## config.mk

```make
export PLATFORM = sky130hd
export DESIGN_NAME = dmu_sio_outbound_rcv
export DESIGN_NICKNAME = d
export VERILOG_FILES = /design/src/rtl/dmu_sio_outbound_rcv.sv
export SDC_FILE = /design/constraint.sdc
export NUM_CORES = 1
export LEC_CHECK = 0
export BUFFER_PORTS_ARGS = -buffer_cell sky130_fd_sc_hd__clkbuf_2
export CORE_MARGIN = 4
export CORE_UTILIZATION = 30
export DETAILED_ROUTE_END_ITERATION = 7
export GPL_ROUTABILITY_DRIVEN = 0
export SLEW_MARGIN = 0
export SYNTH_ARGS = -nofsm -noshare
export SYNTH_HDL_FRONTEND = slang
export SYNTH_SLANG_ARGS = --single-unit
export TNS_END_PERCENT = 10
```

## constraint.sdc

```tcl
create_clock -name iol2clk -period 5.2 [get_ports iol2clk]
set_input_delay 0.78 -clock iol2clk [delete_from_list [all_inputs] [get_ports iol2clk]]
set_output_delay 0.78 -clock iol2clk [all_outputs]
set_load 0.01 [all_outputs]
```

## src/rtl/dmu_sio_outbound_rcv.sv

```systemverilog
// SIU->DMU outbound receiver: captures header and payload cycles, checks lane
// parity and packet framing, and keeps saturating packet/error statistics.
module dmu_sio_outbound_rcv #(
   parameter int       PLD_BEATS = 4,
   parameter bit       PAR_ODD   = 1'b0,
   parameter int       CNT_W     = 16
) (
   input  logic             iol2clk,
   input  logic             rst,
   input  logic             sio_dmu_hdr_vld,
   input  logic             sio_dmu_datareq,
   input  logic [127:0]     sio_dmu_data,
   input  logic [7:0]       sio_dmu_parity,
   output logic [127:0]     hdr_out,
   output logic             hdr_out_vld,
   output logic             hdr_has_pld,
   output logic [127:0]     pld_out,
   output logic             pld_out_vld,
   output logic [2:0]       pld_out_beat,
   output logic             pld_out_last,
   output logic             par_err,
   output logic             proto_err,
   output logic [CNT_W-1:0] pkt_cnt,
   output logic [CNT_W-1:0] err_cnt
);

   localparam logic [2:0] LAST_BEAT = 3'(PLD_BEATS - 1);

   typedef enum logic {ST_IDLE, ST_PLD} state_t;

   state_t     r_state;
   logic [2:0] r_beat;

   logic [7:0] w_par_exp;
   logic       w_pld_cyc;
   logic       w_last;
   logic       w_par_err;
   logic       w_proto_err;
   logic       w_pkt_inc;
   logic [1:0] w_err_inc;

   always_comb begin
      w_par_exp = '0;
      for (int i = 0; i < 8; i++)
         w_par_exp[i] = (^sio_dmu_data[16*i +: 16]) ^ PAR_ODD;
   end

   // A header always wins over an in-flight payload beat in the same cycle.
   assign w_pld_cyc   = (r_state == ST_PLD) && !sio_dmu_hdr_vld;
   assign w_last      = w_pld_cyc && (r_beat == LAST_BEAT);
   assign w_par_err   = (sio_dmu_hdr_vld || w_pld_cyc) && (sio_dmu_parity != w_par_exp);
   assign w_proto_err = ((r_state == ST_IDLE) && !sio_dmu_hdr_vld && sio_dmu_datareq) ||
                        ((r_state == ST_PLD)  &&  sio_dmu_hdr_vld);
   assign w_pkt_inc   = (sio_dmu_hdr_vld && !sio_dmu_datareq) || w_last;
   assign w_err_inc   = {1'b0, w_par_err} + {1'b0, w_proto_err};

   function automatic logic [CNT_W-1:0] sat_add(input logic [CNT_W-1:0] a,
                                                input logic [1:0]       b);
      logic [CNT_W:0] s;
      s = {1'b0, a} + {{(CNT_W-1){1'b0}}, b};
      return s[CNT_W] ? {CNT_W{1'b1}} : s[CNT_W-1:0];
   endfunction

   // NOTE: synchronous reset clears every register, so pulses computed from
   // the reset cycle's inputs never reach the outputs.
   always_ff @(posedge iol2clk) begin
      if (rst) begin
         r_state      <= ST_IDLE;
         r_beat       <= '0;
         hdr_out      <= '0;
         hdr_out_vld  <= 1'b0;
         hdr_has_pld  <= 1'b0;
         pld_out      <= '0;
         pld_out_vld  <= 1'b0;
         pld_out_beat <= '0;
         pld_out_last <= 1'b0;
         par_err      <= 1'b0;
         proto_err    <= 1'b0;
         pkt_cnt      <= '0;
         err_cnt      <= '0;
      end else begin
         hdr_out_vld  <= sio_dmu_hdr_vld;
         hdr_has_pld  <= sio_dmu_hdr_vld && sio_dmu_datareq;
         pld_out_vld  <= w_pld_cyc;
         pld_out_last <= w_last;
         par_err      <= w_par_err;
         proto_err    <= w_proto_err;
         pkt_cnt      <= sat_add(pkt_cnt, {1'b0, w_pkt_inc});
         err_cnt      <= sat_add(err_cnt, w_err_inc);

         if (sio_dmu_hdr_vld)
            hdr_out <= sio_dmu_data;
         if (w_pld_cyc) begin
            pld_out      <= sio_dmu_data;
            pld_out_beat <= r_beat;
         end

         if (sio_dmu_hdr_vld) begin
            r_state <= sio_dmu_datareq ? ST_PLD : ST_IDLE;
            r_beat  <= '0;
         end else if (r_state == ST_PLD) begin
            if (w_last) begin
               r_state <= ST_IDLE;
               r_beat  <= '0;
            end else begin
               r_beat  <= r_beat + 3'd1;
            end
         end
      end
   end

endmodule
```

[Yosys cells after proc, flatten, opt, wreduce, memory -nomap -nowiden]
Index checks and enable logic that the tools add are counted.
W data, S select, Z words.
Word-level totals
  output and inout bits: 297
  ROM bits: 0
  word-level logic and storage cells: 49
  register bits after elaboration: 301
  memories kept: 0
  latch bits: 0
  input port bits: 140
  RAM bits: 0
Cells by class
  divide/modulo/power cells: 0
  multipliers: 0
  muxes and demuxes: 7
  order comparisons: 0
  add/sub/neg operators: 4
  equality and inequality tests: 2
  bitwise operators: 1
  shift operators: 0
  reductions and logical operators: 22
Operator list (count)
  $reduce_xor A16 Y1: 8
  $mux W16: 2
  $add A16 B1 Y17: 1
  $add A16 B2 Y17: 1
  $logic_and A1 B1 Y1: 8
  $ne A8 B8 Y1: 1
  $mux W1: 4
  $add A3 B1 Y3 const B: 1
  $eq A3 B2 Y1 const B: 1
  $logic_or A1 B1 Y1: 3
  $mux W3: 1
  $add A1 B1 Y2: 1
  $logic_not A1 Y1: 2
  $reduce_or A2 Y1: 1
  $not A1 Y1: 1

[Longest topological paths before layout]
Gate-level depths: netlist (run 1).
  depth after elaboration: 7
  mapped depth: 15

[Worst setup path before layout (run 1)]
OpenSTA, ideal clock, no wires.
  path type: in2reg
  start: input sio_dmu_data[64]
  end: register err_cnt[2]
  slack: 1.568 ns
  arrival time: 3.562 ns
  cell stages on the path: 15
  data required time: 5.130 ns
  path through: xnor2_1 > xnor2_1 > xnor3_1 > xnor2_1 > nand4_1 > o22ai_1 > fa_1 > inv_1 > ha_1 > nand3_1 > nor4_1 > and2_1 > nand4_1 > buf_2 > a21oi_1
On the way
  longest elaborated chain between the ends: 6
RTL lines
  from (decl): RTL line 12  | input logic [127:0] sio_dmu_data,
  $reduce_xor A16 Y1: RTL line 45  | w_par_exp[i] = (^sio_dmu_data[16*i +: 16]) ^ PAR_ODD;
  $ne A8 B8 Y1: RTL line 51  | assign w_par_err = (sio_dmu_hdr_vld || w_pld_cyc) && (sio_dmu_parity != w_par_exp);
  $logic_and A1 B1 Y1: RTL line 51
  $add A1 B1 Y2: RTL line 55  | assign w_err_inc = {1'b0, w_par_err} + {1'b0, w_proto_err};
  $add A16 B2 Y17: RTL line 60  | s = {1'b0, a} + {{(CNT_W-1){1'b0}}, b};
  $mux W16: RTL line 61  | return s[CNT_W] ? {CNT_W{1'b1}} : s[CNT_W-1:0];
  to (signal assigned): RTL line 89  | err_cnt <= sat_add(err_cnt, w_err_inc);
  to (decl): RTL line 24  | output logic [CNT_W-1:0] err_cnt
Every way passes these cells.
A chain may end at the register's enable or synchronous reset.

[Worst setup path in the final report (run 1)]
  start: input sio_dmu_data[85]
  end: register err_cnt[5]
The elaborated chain is that of the path after synthesis.

==> impl_metrics.py, run 1 <==
metrics = {
    "drt": {
        "wl_um": 37900,
        "wire_per_inst_um": 16.9,
        "drcViolationCount": 0,
        "drtPass1Iterations": 6,
        "viasPerCell": 4.60,
        "num_vias": 10311,
        "drt_iter0_drc": 488,
        "ant_nets": 0,
    },
    "floorplan": {
        "row_count": 72,
        "core_area_sq_mm": 0.0388,
        "die_area_sq_mm": 0.0427,
        "io_pins": 437,
        "start_util": 0.305,
        "fp.dieW_um": 207,
        "die_h_um": 207,
    },
    "sta": {
        "fin_crit_sh": 0.773,
        "setup_violations": 0,
        "max_clock_freq_ghz": 0.249,
        "worst_pin_slew_ns": 0.944,
        "finalHoldViolCount": 0,
        "drv_slew": 0,
        "skew_ns": 0.0240,
        "layout_min_cycle_time_ns": 4.02,
        "slew_headroom": 0.371,
        "rsz0062_at_grt": "no",
        "tns_ns": 0,
    },
    "global_route": {
        "antenna_found_initial": 0,
        "grt_pass1_vias": 9989,
        "overflow": 0,
        "grt_pass1_wl_um": 56700,
        "grt_use_total": 0.167,
        "grt_max_degree": 170,
    },
    "finish": {
        "nets": 1845,
        "drive_gt1_frac": 0.294,
        "area_delta_synth_final_pct": 32.7,
        "stdcell_count": 2243,
        "n_antenna_cell": 0,
        "fillers": 3948,
        "post-route-util": 0.405,
    },
    "clock_network": {
        "cts.sinks": 301,
        "cts.reportedPaths.clkPinSlew_ns": 0.05,
        "holdBufCountCts": 0,
        "clk_path_buf_depth": 3,
        "cts_resized": 0,
        "post-cts-setup-buffers": 0,
        "numCtsBuffers": 36,
        "cts_tree": "built",
        "clock_latency_ns": 0.53,
        "htreeDepth": 2,
        "root_buffer": "clkbuf_16",
    },
    "setup_path": {
        "cp-start-kind": "input pin",
        "end_kind": "flip-flop",
        "worstPathMaxFanout": 13,
        "cp.required_ns": 5.64,
        "r2r_end": "err_cnt[5]",
        "crit_end": "err_cnt[5]",
        "r2r-start": "r_state",
        "crit_start": "sio_dmu_data[85]",
        "r2r_slack_ns": 2.13,
        "path_class": "input pin to flip-flop",
        "cp.arrival_ns": 4.46,
        "r2r_cells": 10,
    },
    "job": {
        "drv_cap": 0,
    },
    "synth": {
        "yosys_register_bits": 301,
        "netlist_area_sq_mm": 0.0118,
        "yosys_warnings": 0,
        "synth.net_count": 1445,
        "synth_cells": 1300,
        "synth.avg_cell_area_sq_um": 9.11,
        "synth_cell_types": 41,
        "seq_area_frac_synth": 0.509,
    },
    "power_and_ir_drop": {
        "leakage_nw": 7.09,
        "power_mw": 5.85,
        "p_per_area_mw_per_mm2": 372,
        "peakVddDrop_mv": 0.217,
    },
    "hold_path": {
        "hold_path_class": "flip-flop to flip-flop",
    },
    "run_status": {
        "outcome": "complete, no violations",
    },
    "placement": {
        "port_buffers": 436,
        "dp_hpwl_um": 27200,
        "placed_cells_incl_taps": 2180,
    },
}
==> sequential cells by signal, indices dropped and copies added, names as in the netlist <==
signal,cells
err_cnt,16
hdr_has_pld,1
hdr_out,128
hdr_out_vld,1
par_err,1
pkt_cnt,16
pld_out,128
pld_out_beat,3
pld_out_last,1
pld_out_vld,1
proto_err,1
r_beat,3
r_state,1
==> synth_stat cells (all sizes together) <==
library cell	instances	share of area
dfxtp	301	0.51
nand2	274	0.087
a21oi	157	0.066
nor2	141	0.045
mux2i	128	0.11
xnor2	106	0.079
clkbuf	56	0.018
buf	25	0.0096
xor2	25	0.018
nand3	14	0.0063
and3	10	0.0053
inv	8	0.0025
xnor3	8	0.015
nor3	7	0.0030
a31oi	5	0.0026
nand4	5	0.0026
ha	4	0.0042
and4	2	0.0015
nand2b	2	0.0011
nor2b	2	0.0011
nor3b	2	0.0013
nor4	2	0.0016
o21a	2	0.0013
o22ai	2	0.0011
or2	2	0.0011
a211oi	1	0.00063
a21boi	1	0.00063
a21o	1	0.00063
and2	1	0.00053
and3b	1	0.00074
and4b	1	0.00085
fa	1	0.0017
nand3b	1	0.00063
o211a	1	0.00085
o221a	1	0.00095
==> worst max-delay path, stage by stage <==
cell and delay, ns:
clkbuf_2 0.10, xnor2_1 0.29, xnor2_1 0.20, xnor3_1 0.39, xnor2_1 0.22, nand4_1 0.13
o22ai_1 0.12, fa_1 0.44, inv_1 0.07, ha_1 0.19, nand3_1 0.09, nor4_1 0.38
and2_1 0.25, nand4_1 0.47, o21a_1 0.27, nor2_1 0.07
==> routing by layer <==
metal  global-route usage  up-vias  wire length, um
met5                    0        -                0
met4               0.0689        0             1360
met3               0.0523       77             2990
met2                0.276      337            18000
met1                0.203     4842            15500
li1                     -     5055                -
==> cell usage in the layout (no fill, tap or decap), types with 2 or more instances in the layout <==
cell type,n
nand2b_1,2
ha_1,4
inv_1,8
bufinv_16,2
nor3_1,7
clkbuf_1,5
nor3b_1,2
o21a_1,2
nand3_1,13
xnor2_1,105
nor2_1,141
clkbuf_2,434
clkinv_2,4
o22ai_1,2
mux2i_1,128
nand4_1,5
a21oi_1,157
and4_1,2
xnor3_1,8
buf_12,3
a31oi_1,5
clkbuf_8,13
xor2_1,25
clkbuf_16,38
and3_1,10
nand2_1,273
dfxtp_1,301
buf_4,4
==> worst min-delay path by stage <==
stage | start | endpoint | slack, ns | cells after the start
global route | pld_out[92] | pld_out[92] | 0.47 | 2
detailed placement | pld_out[4] | pld_out[4] | 0.45 | 2
floorplan | r_beat[2] | r_beat[2] | 0.42 | 2
finish | r_beat[2] | r_beat[2] | 0.45 | 2
CTS | pld_out[4] | pld_out[4] | 0.45 | 2
global placement | r_beat[2] | r_beat[2] | 0.43 | 2
==> area by class of cell <==
type                       count  area, sq um  share of cell area
tap                          518          648              0.0413
sequential                   301         6030               0.384
inverter                       8         30.0             0.00191
timing repair buffer         443         2290               0.146
multi-input combinational    910         5470               0.348
clock inverter                 8          105             0.00669
clock buffer                  55         1130              0.0722
==> kinds of logic after synthesis <==
logic type                 Yosys count  share of synthesized area
muxes                              128                      0.108
xor gates and xnor gates           139                      0.113
DFF                                301                      0.509
and+or+nand+nor                    467                      0.159
adders and majority gates            5                    0.00592
buffers and inverters               89                     0.0299
AOI/OAI and AO/OA                  171                     0.0750
==> per-stage QoR <==
step | hold slack (ns) | worst slack, ns | instance area, sq um
after floorplan | 0.420 | 1.57 | 11800
after global placement | 0.432 | 0.530 | 14500
after detailed placement | 0.447 | 0.564 | 14500
after CTS | 0.454 | 1.10 | 15700
after global routing | 0.473 | 0.838 | 15700
final | 0.451 | 1.18 | 15700
==> power by group <==
part / internal, mW / leakage, nW / switching [mW] / total, mW
Combinational: 0.353 / 4.01 / 0.439 / 0.792
Sequential: 2.40 / 2.46 / 0.0547 / 2.46
Clock: 1.60 / 0.616 / 0.994 / 2.60
No activity file was read; power rests on OpenSTA's default activity.
==> inputs of run 2 (changes only) <==
clock period = 4.1 ns   (was 5.2 ns; I/O delays follow)
==> impl_metrics.py, run 2 (synthesis results as in run 1) <==
metrics = {
    "run_status": {
        "outcome": "complete, no violations",
    },
    "setup_path": {
        "r2r_slack_ns": 1.34,
        "r2r-start": "r_beat[0]",
        "end_kind": "flip-flop",
        "cp-start-kind": "input pin",
        "crit_end": "err_cnt[5]",
        "crit_chain": "clkbuf_2 -> xor2_1 -> xnor2_1 -> buf_4 -> xnor3_1 -> xnor2_1 -> nand4_1 -> o22ai_1 -> fa_1 -> inv_1 -> ha_1 -> nand3_1 -> nor4_1 -> and2_1 -> nand4_1 -> buf_4 -> o21a_1 -> nor2_1",
        "cp.arrival_ns": 3.91,
        "r2r_end": "pkt_cnt[5]",
        "max_stage_delay_ns": 0.43,
        "r2r_cells": 11,
        "worstPathMaxFanout": 13,
        "path_class": "input pin to flip-flop",
        "crit_start": "sio_dmu_data[94]",
        "cp.required_ns": 4.57,
        "crit_slowest_cell": "fa_1",
    },
    "power_and_ir_drop": {
        "combPwrFrac": 0.138,
        "seqPwrFrac": 0.426,
        "p_per_area_mw_per_mm2": 465,
        "p_int_mw": 5.45,
        "switching_share": 0.256,
        "peakVddDrop_mv": 0.319,
        "clkPwrFrac": 0.436,
        "p_switching_mw": 1.87,
        "leakage_nw": 7.11,
    },
    "finish": {
        "post-route-util": 0.405,
        "area_delta_synth_final_pct": 33.0,
        "final_cell_mix": "clkbuf_2 (434), dfxtp_1 (301), nand2_1 (273)",
        "fillers": 3976,
        "drive_gt1_frac": 0.298,
        "final_common_cell": "clkbuf_2",
        "top_regs": "hdr_out: 128 flops, pld_out: 128 flops",
        "nets": 1854,
        "n_antenna_cell": 0,
    },
    "global_route": {
        "grt_max_degree": 153,
        "grt_pass1_vias": 10005,
        "grt_use_total": 0.167,
        "antenna_found_initial": 0,
        "grt_pass1_wl_um": 56600,
        "overflow": 0,
    },
    "sta": {
        "worst_pin_slew_ns": 0.883,
        "hold_slack_ns": 0.337,
        "setup_violations": 0,
        "drv_slew": 0,
        "max_clock_freq_ghz": 0.291,
        "finalHoldViolCount": 0,
        "worst_slack_ns": 0.658,
        "slew_headroom": 0.411,
        "tns_ns": 0,
        "fin_crit_sh": 0.839,
        "rsz0062_at_grt": "no",
        "layout_min_cycle_time_ns": 3.44,
        "skew_ns": 0.0126,
    },
    "placement": {
        "port_buffers": 436,
        "dp_hpwl_um": 27300,
        "pre_cts_ws_ns": 0.0494,
    },
    "floorplan": {
        "fp.dieW_um": 207,
        "start_util": 0.305,
        "die_h_um": 207,
        "die_area_sq_mm": 0.0427,
        "core_area_sq_mm": 0.0388,
        "io_pins": 437,
        "row_count": 72,
    },
    "drt": {
        "wire_per_inst_um": 16.8,
        "viasPerCell": 4.59,
        "drcViolationCount": 0,
        "num_vias": 10341,
        "wl_um": 37900,
        "drt_iter0_drc": 513,
        "drtPass1Iterations": 5,
        "ant_nets": 0,
    },
    "hold_path": {
        "hold_path_class": "input pin to flip-flop",
        "worstHoldStart": "sio_dmu_data[56]",
    },
    "clock_network": {
        "cts_tree": "built",
        "numCtsBuffers": 36,
        "post-cts-setup-buffers": 0,
        "cts.reportedPaths.clkPinSlew_ns": 0.06,
        "cts.sinks": 301,
        "holdBufCountCts": 0,
        "clk_path_buf_depth": 3,
        "htreeDepth": 2,
        "root_buffer": "clkbuf_16",
        "cts_resized": 0,
        "clock_latency_ns": 0.54,
    },
    "job": {
        "drv_cap": 0,
    },
}
## run 2: metal layers
| layer | global-route usage | vias up | wire length [um] |
|---|---|---|---|
| met5 | 0 | - | 0 |
| met4 | 0.0433 | 0 | 779 |
| met3 | 0.0531 | 50 | 2770 |
| met2 | 0.281 | 314 | 18500 |
| met1 | 0.208 | 4895 | 15900 |
| li1 | - | 5082 | - |
## run 2: power groups by stage
| stage | clock network [mW] | registers [mW] | logic, mW |
|---|---|---|---|
| final | 3.20 | 3.12 | 1.01 |
| after global routing | 3.43 | 3.13 | 1.11 |
| after CTS | 3.30 | 3.12 | 1.04 |
| after detailed placement | 0 | 3.18 | 1.04 |
| after global placement | 0 | 3.17 | 1.03 |
| after floorplan | 0 | 3.22 | 0.550 |
## run 2: worst max-delay path: cells and delay by family
kind | cells | cell delay (ns)
buffers and inverters | 4 | 0.52
AO/OA/AOI/OAI | 2 | 0.24
adder cells (fa/ha/maj) | 2 | 0.62
AND/OR/NAND/NOR | 6 | 0.97
XOR/XNOR | 4 | 0.94
## run 2: worst min path at each step
stage	endpoint	slack, ns	depth (start not counted)
global placement	r_beat[2]	0.43	2
detailed placement	r_beat[2]	0.45	2
CTS	pld_out[67]	0.30	3
floorplan	r_beat[2]	0.42	2
global route	pld_out[102]	0.31	3
finish	pld_out[56]	0.34	3
## run 2: through the flow
step | power, mW | instances | cell area [sq um]
finish | 7.32 | 2253 | 15700
global route | 7.66 | 2253 | 15700
CTS | 7.46 | 2253 | 15700
detailed placement | 4.22 | 2189 | 14500
global placement | 4.20 | 2189 | 14500
floorplan | 3.77 | 1300 | 11800
## run 2: final cells by class
cell class | count | area (sq um) | area share
clock buffer | 51 | 1070 | 0.0679
clock inverter | 13 | 128 | 0.00811
inverter | 8 | 30.0 | 0.00191
multi-input combinational | 910 | 5470 | 0.348
sequential | 301 | 6030 | 0.383
tap | 518 | 648 | 0.0412
timing repair buffer | 452 | 2370 | 0.151
